[src/rtl/aes_round_ctrl.sv]
// Iterative AES encryption sequencer: owns the state register, round counter and in/out handshakes; optional abort port under AES_CTRL_ABORT_EN.
// Latency NR+1 cycles from accept to out_valid; one block in flight, result held in DONE until out_ready, in_ready low while busy.
module aes_round_ctrl #(
    parameter int NR = 10,
    parameter int RW = 4
) (
    input  logic          clk,
    input  logic          rst,
`ifdef AES_CTRL_ABORT_EN
    input  logic          abort,
`endif
    input  logic          in_valid,
    output logic          in_ready,
    input  logic [127:0]  in_data,
    output logic          out_valid,
    input  logic          out_ready,
    output logic [127:0]  out_data,
    output logic [RW-1:0] rk_idx,
    input  logic [127:0]  rk_data,
    output logic [127:0]  rd_state,
    output logic          rd_final,
    input  logic [127:0]  rd_result,
    output logic          busy
);

    generate
        if (!(NR == 10 || NR == 12 || NR == 14)) begin : g_bad_nr
            $error("aes_round_ctrl: NR must be 10, 12 or 14");
        end
        if ((2 ** RW) <= NR) begin : g_bad_rw
            $error("aes_round_ctrl: RW too narrow to hold NR");
        end
    endgenerate

    localparam logic [RW-1:0] LAST_RND = RW'(NR);

    typedef enum logic [1:0] {
        IDLE  = 2'd0,
        ROUND = 2'd1,
        DONE  = 2'd2
    } fsm_t;

    fsm_t          fsm_q, fsm_d;
    logic [127:0]  state_q, state_d;
    logic [RW-1:0] rnd_q, rnd_d;
    logic          abort_w;

`ifdef AES_CTRL_ABORT_EN
    assign abort_w = abort;
`else
    assign abort_w = 1'b0;
`endif

    always_ff @(posedge clk or posedge rst) begin
        if (rst) begin
            fsm_q   <= IDLE;
            state_q <= '0;
            rnd_q   <= '0;
        end else begin
            fsm_q   <= fsm_d;
            state_q <= state_d;
            rnd_q   <= rnd_d;
        end
    end

    // rk_data and rd_result are only read in the branch that captures them,
    // so unknowns on those buses outside those cycles never reach state_q.
    always_comb begin
        fsm_d     = fsm_q;
        state_d   = state_q;
        rnd_d     = rnd_q;
        in_ready  = 1'b0;
        out_valid = 1'b0;
        out_data  = '0;
        rk_idx    = '0;
        rd_final  = 1'b0;
        case (fsm_q)
            IDLE: begin
                in_ready = 1'b1;
                if (in_valid) begin
                    state_d = in_data ^ rk_data;
                    rnd_d   = RW'(1);
                    fsm_d   = ROUND;
                end
            end
            ROUND: begin
                rk_idx   = rnd_q;
                rd_final = (rnd_q == LAST_RND);
                state_d  = rd_result;
                if (rnd_q == LAST_RND) begin
                    fsm_d = DONE;
                end else begin
                    rnd_d = rnd_q + RW'(1);
                end
            end
            DONE: begin
                out_valid = 1'b1;
                out_data  = state_q;
                if (out_ready) begin
                    fsm_d = IDLE;
                    rnd_d = '0;
                end
            end
            default: begin
                fsm_d = IDLE;
            end
        endcase
        // Abort wins over delivery: a block in DONE is dropped, not handed out.
        if (abort_w && fsm_q != IDLE) begin
            fsm_d   = IDLE;
            state_d = '0;
            rnd_d   = '0;
        end
    end

    assign rd_state = state_q;
    assign busy     = (fsm_q != IDLE);

endmodule

[config.mk]
export PLATFORM = sky130hd
export DESIGN_NAME = aes_round_ctrl
export DESIGN_NICKNAME = d
export VERILOG_FILES = /design/src/rtl/aes_round_ctrl.sv
export SDC_FILE = /design/constraint.sdc
export NUM_CORES = 1
export LEC_CHECK = 0
export ABC_AREA = 1
export ABC_CLOCK_PERIOD_IN_PS = 5950
export CORE_AREA = 2 2 255 257
export CTS_CLUSTER_SIZE = 8
export DETAILED_ROUTE_END_ITERATION = 10
export DIE_AREA = 0 0 257 259
export SLEW_MARGIN = 20
export SYNTH_ARGS = -nofsm -noshare
export SYNTH_HDL_FRONTEND = slang
export SYNTH_SLANG_ARGS = --single-unit
[constraint.sdc]
create_clock -name clk -period 5.95 [get_ports clk]
set_input_delay 1.19 -clock clk [delete_from_list [all_inputs] [get_ports clk]]
set_output_delay 1.19 -clock clk [all_outputs]
set_load 0.01 [all_outputs]
==> results.ini <==
[outcome]
status=complete, no violations

[placed_design]
io_buffers=651
gp_congestion=0.880
dp_hpwl_mm=33.7

[yosys]
netlist_top_cells_count=540 x nand2_1, 399 x inv_1, 134 x dfrtp_1
syn-cell-area_um2=9360
ys_top_cells_by_area=dfrtp_1 36%, nand2_1 22%, inv_1 16%
seq_area_frac_synth_pct=35.8
synth_edf_count=0
yosysWarnings=0
synth-async-reset-ratio_pct=100
synth_cells=1551
avgSynthCellArea_um2=6.03
ys_seq_elements=134
synth.distinct_cells=19
synth_flop_cell=dfrtp_1
yosysTopAreaCell=dfrtp_1
synth_top_area_share_pct=35.8
yosysMostFrequentCell=nand2_1
synthesis.nets=1945

[floorplan]
die_h_um=259
core_um2=63900
fp-row-count=93
io_pins=652
die_w_um=257
die_area_um2=66600
initial_core_util_pct=14.6

[drt]
drt-total-wl_mm=42.4
dr_total_vias=11300
drc_errors=0
ant_nets=0
drt_iter0_drc=509
first_pass_iters=5
viasPerCell=3.73
wl_per_cell_um=14.0

[critical_path]
worst_setup_path_start_kind=flip-flop
critPathSlowestCell=ha_4
r2r_start=fsm_q[1]
reg2reg_to=rd_state[47]
cp_common_cell=inv_1
worstPathCellList=inv_1 > ha_4 > buf_12 > nand2_1 > inv_1 > clkdlybuf4s50_1
ff2ff_path_depth=8
required_ns=4.76
endpoint_kind=primary output
worstSetupPathType=flip-flop to primary output
crit_fanout=68
slowest_delay_ns=0.62
reg2reg_slack_ns=2.73
crit_arrival_ns=2.78

[timing]
min_period_ns=3.97
setup_viol=0
slew_viol_final=0
clock.fmax_ghz=0.252
setup-tns-final_ns=0
tightest_slew_ns=0.807
max_slew_margin_pct=46.2
hold_viol=0
fin_skew_ns=0.00820
fin_crit_sh_pct=66.8
grt_setup_unrepaired=no

[worst_hold_path]
hp-class=flip-flop to flip-flop
hold_path.startpoint=rd_state[69]
hold_depth=2
holdPathEnd=rd_state[69]

[grt]
antenna_found_initial=2
grt_max_degree=133
track_usage_pct=12.5
grt.overflow.total=0
grt_pass1_vias=10500
grt_first_pass_wirelength_mm=63.0

[layout]
final_nets=2551
drive_gt1_share_pct=2.03
diodes=0
syn2layout_area_growth_pct=84.8

[power]
leakage_nw=8.75
powerDensity_nw_per_um2=419
irDropWorstVdd_mv=0.259
total_power_mw=7.24

[clocking]
cts_buffers=17
cts.repair.resized=0
post_cts_buffers=0
cts-root-buf=clkbuf_16
cts_max_path_buffers=2
cts_tree=yes
cts_sinks=134
cts_max_level=4
postCtsHoldBufs=0
worstSkewPairLatency_ns=0.47
clk_pin_slew_ns=0.06

[job]
max-cap-violations=0

==> where the power goes <==
| group | leakage, nW | internal (mW) | switching [mW] | total (mW) |
|---|---|---|---|---|
| sequential | 1.49 | 1.38 | 0.533 | 1.92 |
| clock | 0.282 | 0.632 | 0.471 | 1.10 |
| combinational | 6.98 | 2.08 | 2.14 | 4.22 |
==> registers in the layout, summed over array words and instances (netlist names) <==
register,flops
rd_state,128
rnd_q,4
fsm_q,2
==> layout make-up <==
cell class | instances | area (um2)
inverter | 401 | 1510
clock buffer | 23 | 498
clock inverter | 9 | 92.6
sequential | 134 | 3350
fill | 7043 | 46600
multi-input combinational | 945 | 4140
tap | 855 | 1070
timing repair buffer | 658 | 6620
==> routing by layer <==
layer  global-route usage (%)  vias up  part of all wire, %
met4                     3.71        2                  1.7
met1                     14.0     4971                   40
met3                     4.10       35                  7.5
li1                         -     5851                    -
met2                     22.5      417                   51
met5                        0        -                0.031
==> placed cells by master, fill, tap and decap left out, types with 2 or more instances in the layout <==
| cell type | instances |
|---|---|
| a31oi_1 | 128 |
| buf_12 | 4 |
| buf_4 | 3 |
| clkbuf_16 | 17 |
| clkbuf_8 | 5 |
| clkdlybuf4s50_1 | 651 |
| clkinv_4 | 3 |
| clkinvlp_4 | 3 |
| dfrtp_1 | 134 |
| ha_1 | 4 |
| ha_4 | 2 |
| inv_1 | 398 |
| inv_6 | 2 |
| nand2_1 | 540 |
| nand3_1 | 132 |
| nand4_1 | 2 |
| nor2_1 | 132 |
==> cell families (layout without fill, tap and decap cells) <==
family	after synthesis	count (layout)	share of synthesized area, %
XOR/XNOR	1	1	0.0936
flip-flops	134	134	35.8
buffers and inverters	472	1091	20.3
adder cells (fa/ha/maj)	6	6	0.802
AND/OR/NAND/NOR	807	807	34.2
AO/OA/AOI/OAI	131	131	8.72
==> through the flow <==
stage          cells  area (um2)  utilization [%]  hold WS, ns  setup WS [ns]
2_1_floorplan   1551        9360                -        0.507           1.18
3_3_place_gp    2993       16700             26.1        0.561           2.47
3_5_place_dp    2993       16700             26.1        0.570           2.44
4_1_cts         3025       17300             27.1        0.579           1.89
5_1_grt         3025       17300             27.1        0.600           1.71
6_report        3025       17300             27.1        0.575           1.98
==> worst max path at each step <==
stage	start	end	cells after the start	slack, ns
3_5_place_dp	fsm_q[0]	out_data[63]	6	2.44
6_report	fsm_q[0]	out_data[63]	6	1.98
4_1_cts	fsm_q[0]	out_data[63]	6	1.89
3_3_place_gp	fsm_q[0]	out_data[63]	6	2.47
2_1_floorplan	rst	fsm_q[0]	1	1.18
5_1_grt	fsm_q[0]	out_data[75]	6	1.71
==> worst max-delay path: cells and delay by family, from the launching register on <==
family,cells,cell delay (ns)
simple gates,1,0.11
flops,1,0.44
fa+ha+maj,1,0.62
buf+inv,4,1.06
Power figures use the tool's default switching activity.
